===== src/rtl/mem_access_stage.sv =====
// mem_access_stage: memory-access pipeline stage behind the execute ALU.
// It runs the data-memory req/ack transaction, aligns store byte lanes, and
// extends load data before it issues a one-cycle writeback packet.
// Byte order is big-endian: offset 0 is lane [31:24].
// Optional feature: define MEM_TIMEOUT_EN to abort an ACCESS after
// TIMEOUT_CYCLES cycles without ack. The abort gives a writeback with no
// register write and an exception pulse.
// Opcode values mirror the isa_codes.v macros (MIPS primary opcodes).
module mem_access_stage #(
  parameter int unsigned WIDTH          = 32,
  parameter int unsigned TIMEOUT_CYCLES = 16
) (
  input  logic             w_clk,
  input  logic             w_reset_n,
  input  logic             w_valid_in,
  output logic             w_ready_out,
  input  logic [5:0]       w_op_code_6,
  input  logic             w_mem_op,
  input  logic [WIDTH-1:0] w_alu_result_x,
  input  logic [WIDTH-1:0] w_store_data_x,
  input  logic [4:0]       w_dest_reg_5,
  input  logic             w_reg_write,
  output logic             w_dmem_req,
  output logic             w_dmem_we,
  output logic [WIDTH-1:0] w_dmem_addr_x,
  output logic [3:0]       w_dmem_be_4,
  output logic [WIDTH-1:0] w_dmem_wdata_x,
  input  logic             w_dmem_ack,
  input  logic [WIDTH-1:0] w_dmem_rdata_x,
  output logic             w_wb_valid,
  output logic             w_wb_reg_write,
  output logic [4:0]       w_wb_dest_5,
  output logic [WIDTH-1:0] w_wb_data_x,
  output logic             w_exception
);

  localparam logic [5:0] OP_LB  = 6'h20;
  localparam logic [5:0] OP_LW  = 6'h23;
  localparam logic [5:0] OP_LBU = 6'h24;
  localparam logic [5:0] OP_SB  = 6'h28;
  localparam logic [5:0] OP_SW  = 6'h2B;

  localparam logic [1:0] K_NONE = 2'd0;
  localparam logic [1:0] K_LW   = 2'd1;
  localparam logic [1:0] K_LB   = 2'd2;
  localparam logic [1:0] K_LBU  = 2'd3;

  typedef enum logic [1:0] {S_IDLE = 2'd0, S_ACCESS = 2'd1, S_WB = 2'd2} state_t;

  // Unsupported configurations elaborate this marker block; supported ones add no logic.
  if (WIDTH != 32 || TIMEOUT_CYCLES == 0 || TIMEOUT_CYCLES > 256) begin : g_unsupported_config
  end

  state_t r_state, w_next_state;

  logic             r_ready, r_req, r_we, r_wb_valid, r_wb_rw, r_exc;
  logic [WIDTH-1:0] r_addr, r_wdata, r_wb_data;
  logic [3:0]       r_be;
  logic [4:0]       r_wb_dest;
  logic [1:0]       r_kind, r_lane;
  logic [4:0]       r_dest;
  logic             r_rw;

  logic             nx_ready, nx_req, nx_we, nx_wb_valid, nx_wb_rw, nx_exc;
  logic [WIDTH-1:0] nx_addr, nx_wdata, nx_wb_data;
  logic [3:0]       nx_be;
  logic [4:0]       nx_wb_dest;
  logic [1:0]       nx_kind, nx_lane;
  logic [4:0]       nx_dest;
  logic             nx_rw;

  logic             w_is_lw, w_is_sw, w_is_lb, w_is_lbu, w_is_sb;
  logic             w_mem_access, w_misalign, w_is_store, w_accept, w_timeout;
  logic [3:0]       w_be;
  logic [WIDTH-1:0] w_wdata, w_load_data;
  logic [1:0]       w_kind;
  logic [7:0]       w_byte;

  // Opcode decode and lane formatting of the incoming request.
  assign w_is_lw      = (w_op_code_6 == OP_LW);
  assign w_is_sw      = (w_op_code_6 == OP_SW);
  assign w_is_lb      = (w_op_code_6 == OP_LB);
  assign w_is_lbu     = (w_op_code_6 == OP_LBU);
  assign w_is_sb      = (w_op_code_6 == OP_SB);
  assign w_mem_access = w_mem_op && (w_is_lw || w_is_sw || w_is_lb || w_is_lbu || w_is_sb);
  assign w_misalign   = w_mem_access && (w_is_lw || w_is_sw) && (w_alu_result_x[1:0] != 2'b00);
  assign w_is_store   = w_is_sw || w_is_sb;
  assign w_be         = (w_is_lw || w_is_sw) ? 4'b1111 : (4'b1000 >> w_alu_result_x[1:0]);
  assign w_wdata      = w_is_sb ? {4{w_store_data_x[7:0]}} :
                        w_is_sw ? w_store_data_x : {WIDTH{1'b0}};
  assign w_kind       = !w_mem_access ? K_NONE :
                        w_is_lw       ? K_LW   :
                        w_is_lb       ? K_LB   :
                        w_is_lbu      ? K_LBU  : K_NONE;
  assign w_accept     = w_valid_in && r_ready;

`ifdef MEM_TIMEOUT_EN
  localparam logic [7:0] TIMEOUT_LAST = 8'(TIMEOUT_CYCLES - 1);
  logic [7:0] r_wait_cnt;

  // Counts cycles spent waiting for ack; cleared outside ACCESS.
  always_ff @(posedge w_clk or negedge w_reset_n) begin
    if (!w_reset_n)               r_wait_cnt <= 8'd0;
    else if (r_state == S_ACCESS) r_wait_cnt <= r_wait_cnt + 8'd1;
    else                          r_wait_cnt <= 8'd0;
  end

  assign w_timeout = (r_state == S_ACCESS) && !w_dmem_ack && (r_wait_cnt == TIMEOUT_LAST);
`else
  assign w_timeout = 1'b0;
`endif

  // Byte lane select and sign/zero extension of returning load data.
  always_comb begin
    w_byte = 8'h00;
    case (r_lane)
      2'd0:    w_byte = w_dmem_rdata_x[31:24];
      2'd1:    w_byte = w_dmem_rdata_x[23:16];
      2'd2:    w_byte = w_dmem_rdata_x[15:8];
      default: w_byte = w_dmem_rdata_x[7:0];
    endcase
    case (r_kind)
      K_LW:    w_load_data = w_dmem_rdata_x;
      K_LB:    w_load_data = {{24{w_byte[7]}}, w_byte};
      K_LBU:   w_load_data = {24'h000000, w_byte};
      default: w_load_data = {WIDTH{1'b0}};
    endcase
  end

  // State register.
  always_ff @(posedge w_clk or negedge w_reset_n) begin
    if (!w_reset_n) r_state <= S_IDLE;
    else            r_state <= w_next_state;
  end

  // Next-state logic.
  always_comb begin
    w_next_state = r_state;
    case (r_state)
      S_IDLE:   if (w_accept) w_next_state = (w_mem_access && !w_misalign) ? S_ACCESS : S_WB;
      S_ACCESS: if (w_dmem_ack || w_timeout) w_next_state = S_WB;
      S_WB:     w_next_state = S_IDLE;
      default:  w_next_state = S_IDLE;
    endcase
  end

  // Next values of the registered outputs and the captured request context.
  always_comb begin
    nx_ready    = 1'b0;
    nx_req      = 1'b0;
    nx_we       = 1'b0;
    nx_addr     = {WIDTH{1'b0}};
    nx_be       = 4'b0000;
    nx_wdata    = {WIDTH{1'b0}};
    nx_wb_valid = 1'b0;
    nx_wb_rw    = 1'b0;
    nx_wb_dest  = 5'd0;
    nx_wb_data  = {WIDTH{1'b0}};
    nx_exc      = 1'b0;
    nx_kind     = r_kind;
    nx_lane     = r_lane;
    nx_dest     = r_dest;
    nx_rw       = r_rw;
    case (r_state)
      S_IDLE: begin
        if (w_accept) begin
          nx_kind = w_kind;
          nx_lane = w_alu_result_x[1:0];
          nx_dest = w_dest_reg_5;
          nx_rw   = w_reg_write;
          if (w_next_state == S_ACCESS) begin
            nx_req   = 1'b1;
            nx_we    = w_is_store;
            nx_addr  = {w_alu_result_x[WIDTH-1:2], 2'b00};
            nx_be    = w_be;
            nx_wdata = w_wdata;
          end else begin
            nx_wb_valid = 1'b1;
            nx_wb_dest  = w_dest_reg_5;
            nx_wb_rw    = w_reg_write && !w_misalign;
            nx_wb_data  = w_misalign ? {WIDTH{1'b0}} : w_alu_result_x;
            nx_exc      = w_misalign;
          end
        end else begin
          nx_ready = 1'b1;
        end
      end
      S_ACCESS: begin
        if (w_next_state == S_ACCESS) begin
          nx_req   = r_req;
          nx_we    = r_we;
          nx_addr  = r_addr;
          nx_be    = r_be;
          nx_wdata = r_wdata;
        end else begin
          nx_wb_valid = 1'b1;
          nx_wb_dest  = r_dest;
          if (w_dmem_ack) begin
            nx_wb_rw   = r_rw && (r_kind != K_NONE);
            nx_wb_data = w_load_data;
          end else begin
            nx_exc = 1'b1;
          end
        end
      end
      S_WB:    nx_ready = 1'b1;
      default: nx_ready = 1'b0;
    endcase
  end

  // Output and context registers.
  always_ff @(posedge w_clk or negedge w_reset_n) begin
    if (!w_reset_n) begin
      r_ready    <= 1'b0;
      r_req      <= 1'b0;
      r_we       <= 1'b0;
      r_addr     <= {WIDTH{1'b0}};
      r_be       <= 4'b0000;
      r_wdata    <= {WIDTH{1'b0}};
      r_wb_valid <= 1'b0;
      r_wb_rw    <= 1'b0;
      r_wb_dest  <= 5'd0;
      r_wb_data  <= {WIDTH{1'b0}};
      r_exc      <= 1'b0;
      r_kind     <= K_NONE;
      r_lane     <= 2'd0;
      r_dest     <= 5'd0;
      r_rw       <= 1'b0;
    end else begin
      r_ready    <= nx_ready;
      r_req      <= nx_req;
      r_we       <= nx_we;
      r_addr     <= nx_addr;
      r_be       <= nx_be;
      r_wdata    <= nx_wdata;
      r_wb_valid <= nx_wb_valid;
      r_wb_rw    <= nx_wb_rw;
      r_wb_dest  <= nx_wb_dest;
      r_wb_data  <= nx_wb_data;
      r_exc      <= nx_exc;
      r_kind     <= nx_kind;
      r_lane     <= nx_lane;
      r_dest     <= nx_dest;
      r_rw       <= nx_rw;
    end
  end

  assign w_ready_out    = r_ready;
  assign w_dmem_req     = r_req;
  assign w_dmem_we      = r_we;
  assign w_dmem_addr_x  = r_addr;
  assign w_dmem_be_4    = r_be;
  assign w_dmem_wdata_x = r_wdata;
  assign w_wb_valid     = r_wb_valid;
  assign w_wb_reg_write = r_wb_rw;
  assign w_wb_dest_5    = r_wb_dest;
  assign w_wb_data_x    = r_wb_data;
  assign w_exception    = r_exc;

endmodule


===== config.mk =====
export PLATFORM = sky130hd
export DESIGN_NAME = mem_access_stage
export DESIGN_NICKNAME = d
export VERILOG_FILES = /design/src/rtl/mem_access_stage.sv
export SDC_FILE = /design/constraint.sdc
export NUM_CORES = 1
export LEC_CHECK = 0
export ABC_AREA = 0
export CORE_MARGIN = 2
export CORE_UTILIZATION = 46
export CTS_CLUSTER_DIAMETER = 120
export DETAILED_ROUTE_END_ITERATION = 10
export PLACE_DENSITY = 0.87
export SYNTH_ARGS = -nofsm -noshare
export SYNTH_HDL_FRONTEND = slang
export SYNTH_SLANG_ARGS = --single-unit
export TNS_END_PERCENT = 5

===== constraint.sdc =====
create_clock -name w_clk -period 3.6 [get_ports w_clk]
set_clock_uncertainty 0.05 [all_clocks]
set_input_delay 0.72 -clock w_clk [delete_from_list [all_inputs] [get_ports w_clk]]
set_output_delay 0.72 -clock w_clk [all_outputs]
set_load 0.02 [all_outputs]

==> impl_metrics.yaml, run 1 <==
synthesis:
  synth_xor_area_frac: 0.00170
  yosys.area_share.simple: 0.109
  syn_inst: 466
  netlist_area_sq_um: 5150
  synth_adder_area_share: 0
  yosysWarnings: 0
  synth_seq_cells: 121
  synth_compound_area_frac: 0.231
  synth_top_family_by_area: "compound AO/OA/AOI/OAI gates"
  synthMuxAreaShare: 0.0156
  synth_cell_types: 44
  ys_seq_area_frac: 0.588
  avgSynthCellArea_sq_um: 11.0
placed_design:
  dpl_worst_slack_ns: 0.463
  dp.final_hpwl_microns: 12300
  dp.cells: 797
  port_buffers: 221
  gp_congestion: 0.877
  place_area_sq_um: 7400
routing:
  via_per_inst: 5.93
  drt-pass1-iter-count: 6
  drt_wl_total_microns: 17700
  drtIter0Drc: 471
  wl_per_cell_microns: 21.4
  route.detailed.drc: 0
  drtAntennaViolNets: 0
  vias: 4915
power:
  clkPwrFrac: 0.469
  leakagePower_nw: 3.48
  net-switching-power_mw: 0.892
  finalPower_mw: 3.76
  power_frac_seq: 0.394
  ir_drop_mv: 0.277
  power.share.combinational: 0.136
  p_sw_frac: 0.237
  power.internal_mw: 2.87
  powerDensity_nw_per_um2: 468
grt:
  grt_max_degree: 72
  antenna_found_initial: 0
  grtUsageTotal: 0.299
  grt_pass1_vias: 4884
  grt_pass1_wl_microns: 26600
  grt-ovfl-total: 0
die:
  rows: 38
  initial_core_util: 0.473
  die_y_microns: 110
  die_area_sq_um: 12000
  core_sq_um: 10900
  die_w_microns: 110
  io_pins: 224
timing:
  timing.hold.ws_ns: 0.171
  setup_viol: 0
  fin_crit_ns: 2.67
  timing.slew.headroom: 0.272
  fmax_ghz: 0.375
  finalSetupTns_ns: 0
  rsz0062_at_grt: "false"
  setup_ws_ns: 0.933
  worstMarginPinSlew_ns: 1.09
  hold_violations: 0
  post-route-period-util: 0.741
  finalMaxSlewViolations: 0
cts:
  clk_latency_ns: 0.52
  cts-resized-gates: 0
  cts_sinks: 121
  tritoncts: "done"
  clk_pin_slew_worst_paths_ns: 0.05
  post_cts_buffers: 0
  cts_hold_buf: 0
  cts_buffer_depth: 2
  cts_max_level: 4
  root_buffer: "clkbuf_8"
  cts-buffers-inserted: 17
run_status:
  status: "complete, no violations"
worst_hold_path:
  hp-class: "primary input to asynchronous set/reset pin"
finish:
  insertedDiodeCount: 0
  multiInputGateArea_sq_um: 1860
  syn_to_final_growth_pct: 55.9
  seqCellArea_sq_um: 3030
  num-fill-cells: 748
  stdcell_count: 829
  stdcell_area_sq_um: 8020
  fin_util: 0.737
  nNetsFinal: 789
  drive_gt1_frac: 0.0697
critical_path:
  critPathKind: "primary input to flop"
  r2r_slack_ns: 1.12
  crit_path_end: "w_dmem_wdata_x[0]"
  crit_path_end_kind: "flop"
  r2r_cells: 4
  arrival_ns: 3.04
  r2r-end: "w_wb_data_x[21]"
  crit_fanout: 33
  cp_data_required_time_ns: 3.98
  startpoint: "w_op_code_6[1]"
  reg2reg_from: "r_lane[1]"
  cp-start-kind: "primary input"
job:
  cap_viol_max_count: 0
## worst min-delay path by stage
stage,start,to,slack (ns)
final,w_reset_n,w_wb_data_x[21],0.17
after global routing,w_reset_n,w_wb_data_x[14],0.22
after CTS,w_reset_n,w_wb_data_x[20],0.17
after detailed placement,w_dmem_we,w_dmem_we,0.41
after global placement,w_dmem_we,w_dmem_we,0.40
after floorplan,w_reset_n,r_dest[0],0.37
## synthesized netlist by cell type
cell type      count  area (sq um)
nand4_1            1          6.26
nand3b_1          10          75.1
nand2_1           71           267
a31oi_4            1          21.3
nor4b_2            1          15.0
and4bb_1           1          12.5
buf_8              2          30.0
xor2_1             1          8.76
a211oi_1          11          82.6
nor3b_1            1          7.51
buf_6              1          11.3
o21ai_0           17          85.1
a22oi_1            4          30.0
buf_2             13          65.1
buf_4              5          37.5
a21oi_1           27           135
nand4bb_1          1          11.3
dfrtp_1          121          3030
a21o_1             2          15.0
or2_1              1          6.26
o22ai_1            1          6.26
a22o_1            34           298
nor3_1            11          55.1
a21boi_0           1          7.51
mux2i_1            8          80.1
dlygate4sd1_1      3          26.3
inv_1             13          48.8
clkbuf_1          15          56.3
a31oi_1            3          18.8
nand2b_1           3          18.8
nor2_1             5          18.8
or4b_1             1          10.0
o21ai_1           32           160
a32oi_1            5          43.8
a2111o_1           1          11.3
a221o_1           24           240
or2_2              4          25.0
o2bb2ai_1          3          26.3
and2b_1            1          7.51
nand3_1            2          10.0
and3b_1            1          8.76
and3_1             1          6.26
a31o_1             1          8.76
conb_1             1          3.75
## cells in the final DEF (no fill, tap or decap), types with 3 or more instances in the layout
cell type,count
clkdlybuf4s50_1,220
dfrtp_1,121
nand2_1,71
a22o_1,34
o21ai_1,32
a21oi_1,26
a221o_1,24
o21ai_0,17
clkbuf_16,16
inv_1,13
a211oi_1,11
nor3_1,11
nand3b_1,10
mux2i_1,8
clkbuf_8,8
buf_4,8
nor2_1,5
a32oi_1,5
or2_2,4
a22oi_1,4
clkinv_2,4
nand2b_1,3
a31oi_1,3
o2bb2ai_1,3
bufinv_16,3
## power by group through the flow
| stage | Clock [mW] | Combinational (mW) | Sequential (mW) |
|---|---|---|---|
| 6_report | 1.76 | 0.512 | 1.48 |
| 3_3_place_gp | 0 | 0.492 | 1.50 |
| 2_1_floorplan | 0 | 0.191 | 1.52 |
| 3_5_place_dp | 0 | 0.504 | 1.50 |
| 5_1_grt | 1.84 | 0.545 | 1.49 |
| 4_1_cts | 1.78 | 0.510 | 1.48 |
## cells by family after synthesis
group	Yosys count
buf+inv	52
other cells	1
simple gates	116
compound gates	167
flops	121
mux	8
xor+xnor	1
## layout make-up
cell class | instances | area share
tap | 140 | 0.0218
clock buffer | 25 | 0.0641
timing repair buffer | 229 | 0.285
sequential | 121 | 0.377
multi-input combinational | 294 | 0.232
inverter | 13 | 0.00608
clock inverter | 7 | 0.0137
## layer usage
metal  track usage  wire length (microns)  vias up  share of wire
met3        0.0616                   1170       60          0.066
met2         0.484                   8930      269           0.50
met5             0                      0        -              0
met4         0.156                    729        0          0.041
met1         0.377                   6920     2461           0.39
li1              -                      -     2125              -
## worst max-delay path, cell delays in order
cell,delay [ns]
clkdlybuf4s50_1,0.55
and3b_1,0.32
nand3_1,0.22
a2111o_1,0.90
o21ai_1,0.32
## state kept, by name (all words and copies together), names as in the netlist
| register | count |
|---|---|
| w_dmem_req | 1 |
| w_ready_out | 1 |
| r_lane | 2 |
| w_wb_data_x | 32 |
| r_dest | 5 |
| r_kind | 2 |
| w_wb_valid | 1 |
| r_state | 2 |
| w_dmem_wdata_x | 32 |
| w_exception | 1 |
| r_rw | 1 |
| w_wb_reg_write | 1 |
| w_dmem_we | 1 |
| w_wb_dest_5 | 5 |
| w_dmem_addr_x | 30 |
| w_dmem_be_4 | 4 |
(Power assumes the default switching activity.)
==> inputs of run 2 (changes only) <==
CORE_UTILIZATION = 38   (was 46)
PLACE_DENSITY = 0.77   (was 0.87)
clock period = 2.4 ns   (was 3.6 ns; I/O delays follow)
==> run 2 against run 1 <==
- clock power increased by 56%
- core utilization decreased by 11 points
- final cell count increased by 8.0%
- sequential power increased by 49%
- register-to-register slack got worse by 0.79 ns
- sequential share of layout area decreased by 1.6 points
- power increased by 53%
- critical path depth increased by 1
- first-iteration DRC count decreased by 13%
- largest cell class unchanged
==> impl_metrics.yaml, run 2 (synthesis results as in run 1) <==
routing:
  drt_wl_total_microns: 17500
  drt-pass1-iter-count: 5
  drtIter0Drc: 410
  vias: 4857
  wl_per_cell_microns: 19.6
  via_per_inst: 5.43
  drtAntennaViolNets: 0
  route.detailed.drc: 0
critical_path:
  crit_path_end_kind: "flop"
  r2r_cells: 4
  reg2reg_from: "r_state[0]"
  slowest_stage: "a31oi_4"
  cp_data_required_time_ns: 2.69
  r2r-end: "w_wb_data_x[20]"
  critPathKind: "primary input to flop"
  r2r_slack_ns: 0.33
  crit_fanout: 27
  cp-start-kind: "primary input"
  path_cells: "clkdlybuf4s50_1 > nor4b_2 > buf_4 > a31o_1 > a31oi_4 > a221o_1"
  crit_path_max_incr_delay_ns: 0.66
  arrival_ns: 2.44
finish:
  drive_gt1_frac: 0.105
  nNetsFinal: 816
  syn_to_final_growth_pct: 62.6
  final_common_cell: "clkdlybuf4s50_1"
  num-fill-cells: 1056
  layout_common_cells: "220 x clkdlybuf4s50_1, 121 x dfrtp_1, 71 x nand2_1"
  multiInputGateArea_sq_um: 1860
  fin_util: 0.632
  seqCellArea_sq_um: 3030
  stdcell_area_sq_um: 8370
power:
  powerDensity_nw_per_um2: 688
  leakagePower_nw: 3.64
  ir_drop_mv: 0.461
die:
  io_pins: 224
  initial_core_util: 0.389
  die_w_microns: 120
  die_area_sq_um: 14500
  die_y_microns: 120
  core_sq_um: 13200
  rows: 42
cts:
  clk_latency_ns: 0.41
  tritoncts: "done"
  root_buffer: "clkbuf_16"
  cts_max_level: 4
  cts_sinks: 121
  cts_hold_buf: 0
  cts-buffers-inserted: 17
  cts_buffer_depth: 2
  cts-resized-gates: 0
  post_cts_buffers: 0
  clk_pin_slew_worst_paths_ns: 0.05
timing:
  timing.slew.headroom: 0.450
  rsz0062_at_grt: "false"
  setup_viol: 0
  fin_crit_ns: 2.15
  post-route-period-util: 0.896
  worstMarginPinSlew_ns: 0.826
  finalMaxSlewViolations: 0
  hold_violations: 0
  timing.hold.ws_ns: 0.00141
  fmax_ghz: 0.465
grt:
  grt_pass1_wl_microns: 27200
  grt-ovfl-total: 0
  grt_pass1_vias: 5003
  antenna_found_initial: 3
  grt_max_degree: 50
  grtUsageTotal: 0.245
placed_design:
  gp_congestion: 0.901
  dp.final_hpwl_microns: 13100
  place_area_sq_um: 7720
  port_buffers: 221
job:
  cap_viol_max_count: 0
run_status:
  status: "complete, no violations"
worst_hold_path:
  hp-class: "primary input to asynchronous set/reset pin"
==> run 2: cell count changes in the layout (fill, tap and decap cells not counted) <==
cell	previous run	this run
clkinvlp_4	0	2
buf_4	8	29
clkbuf_8	8	3
clkinv_2	4	3
inv_6	0	1
bufinv_16	3	4
diode_2	0	3
clkinv_4	0	1
buf_12	1	7
clkbuf_16	16	17
==> run 2: metal layers <==
layer	global-route usage	share of wire	vias to the layer above
met5	0	0	-
met4	0.118	0.039	0
met3	0.0509	0.057	48
met2	0.404	0.50	221
met1	0.307	0.41	2410
li1	-	-	2178
==> run 2: cell type report <==
| cell class | instances | share of cell area |
|---|---|---|
| multi-input combinational | 294 | 0.223 |
| clock inverter | 11 | 0.0200 |
| sequential | 121 | 0.362 |
| antenna | 3 | 0.000897 |
| inverter | 13 | 0.00583 |
| clock buffer | 21 | 0.0562 |
| tap | 176 | 0.0263 |
| timing repair buffer | 256 | 0.306 |
==> run 2: worst max path at each step <==
stage / start / to / slack (ns)
2_1_floorplan: w_op_code_6[1] / w_dmem_wdata_x[31] / 0.41
3_3_place_gp: w_op_code_6[1] / w_wb_data_x[16] / -0.10
3_5_place_dp: w_op_code_6[0] / w_wb_data_x[20] / -0.16
4_1_cts: w_op_code_6[0] / w_wb_data_x[20] / 0.28
5_1_grt: w_op_code_6[0] / w_wb_data_x[20] / 0.15
6_report: w_op_code_6[0] / w_wb_data_x[20] / 0.25
==> run 2: metrics by stage <==
stage	total power [mW]	cells	setup TNS, ns	setup slack [ns]
2_1_floorplan	2.56	467	0	0.414
3_3_place_gp	3.02	860	-2.99	-0.105
3_5_place_dp	3.04	860	-4.00	-0.159
4_1_cts	5.78	892	0	0.276
5_1_grt	5.95	895	0	0.148
6_report	5.75	895	0	0.250
==> run 2: power breakdown <==
part | switching, mW | leakage (nW) | internal, mW | total, mW
Clock | 0.925 | 0.309 | 1.82 | 2.74
Combinational | 0.393 | 1.68 | 0.416 | 0.808
Sequential | 0.0674 | 1.65 | 2.13 | 2.20
==> run 2: worst max-delay path: cells and delay by family <==
family | cells | cell delay, ns
AO/OA/AOI/OAI | 3 | 1.18
buffers and inverters | 2 | 0.68
AND/OR/NAND/NOR | 1 | 0.07
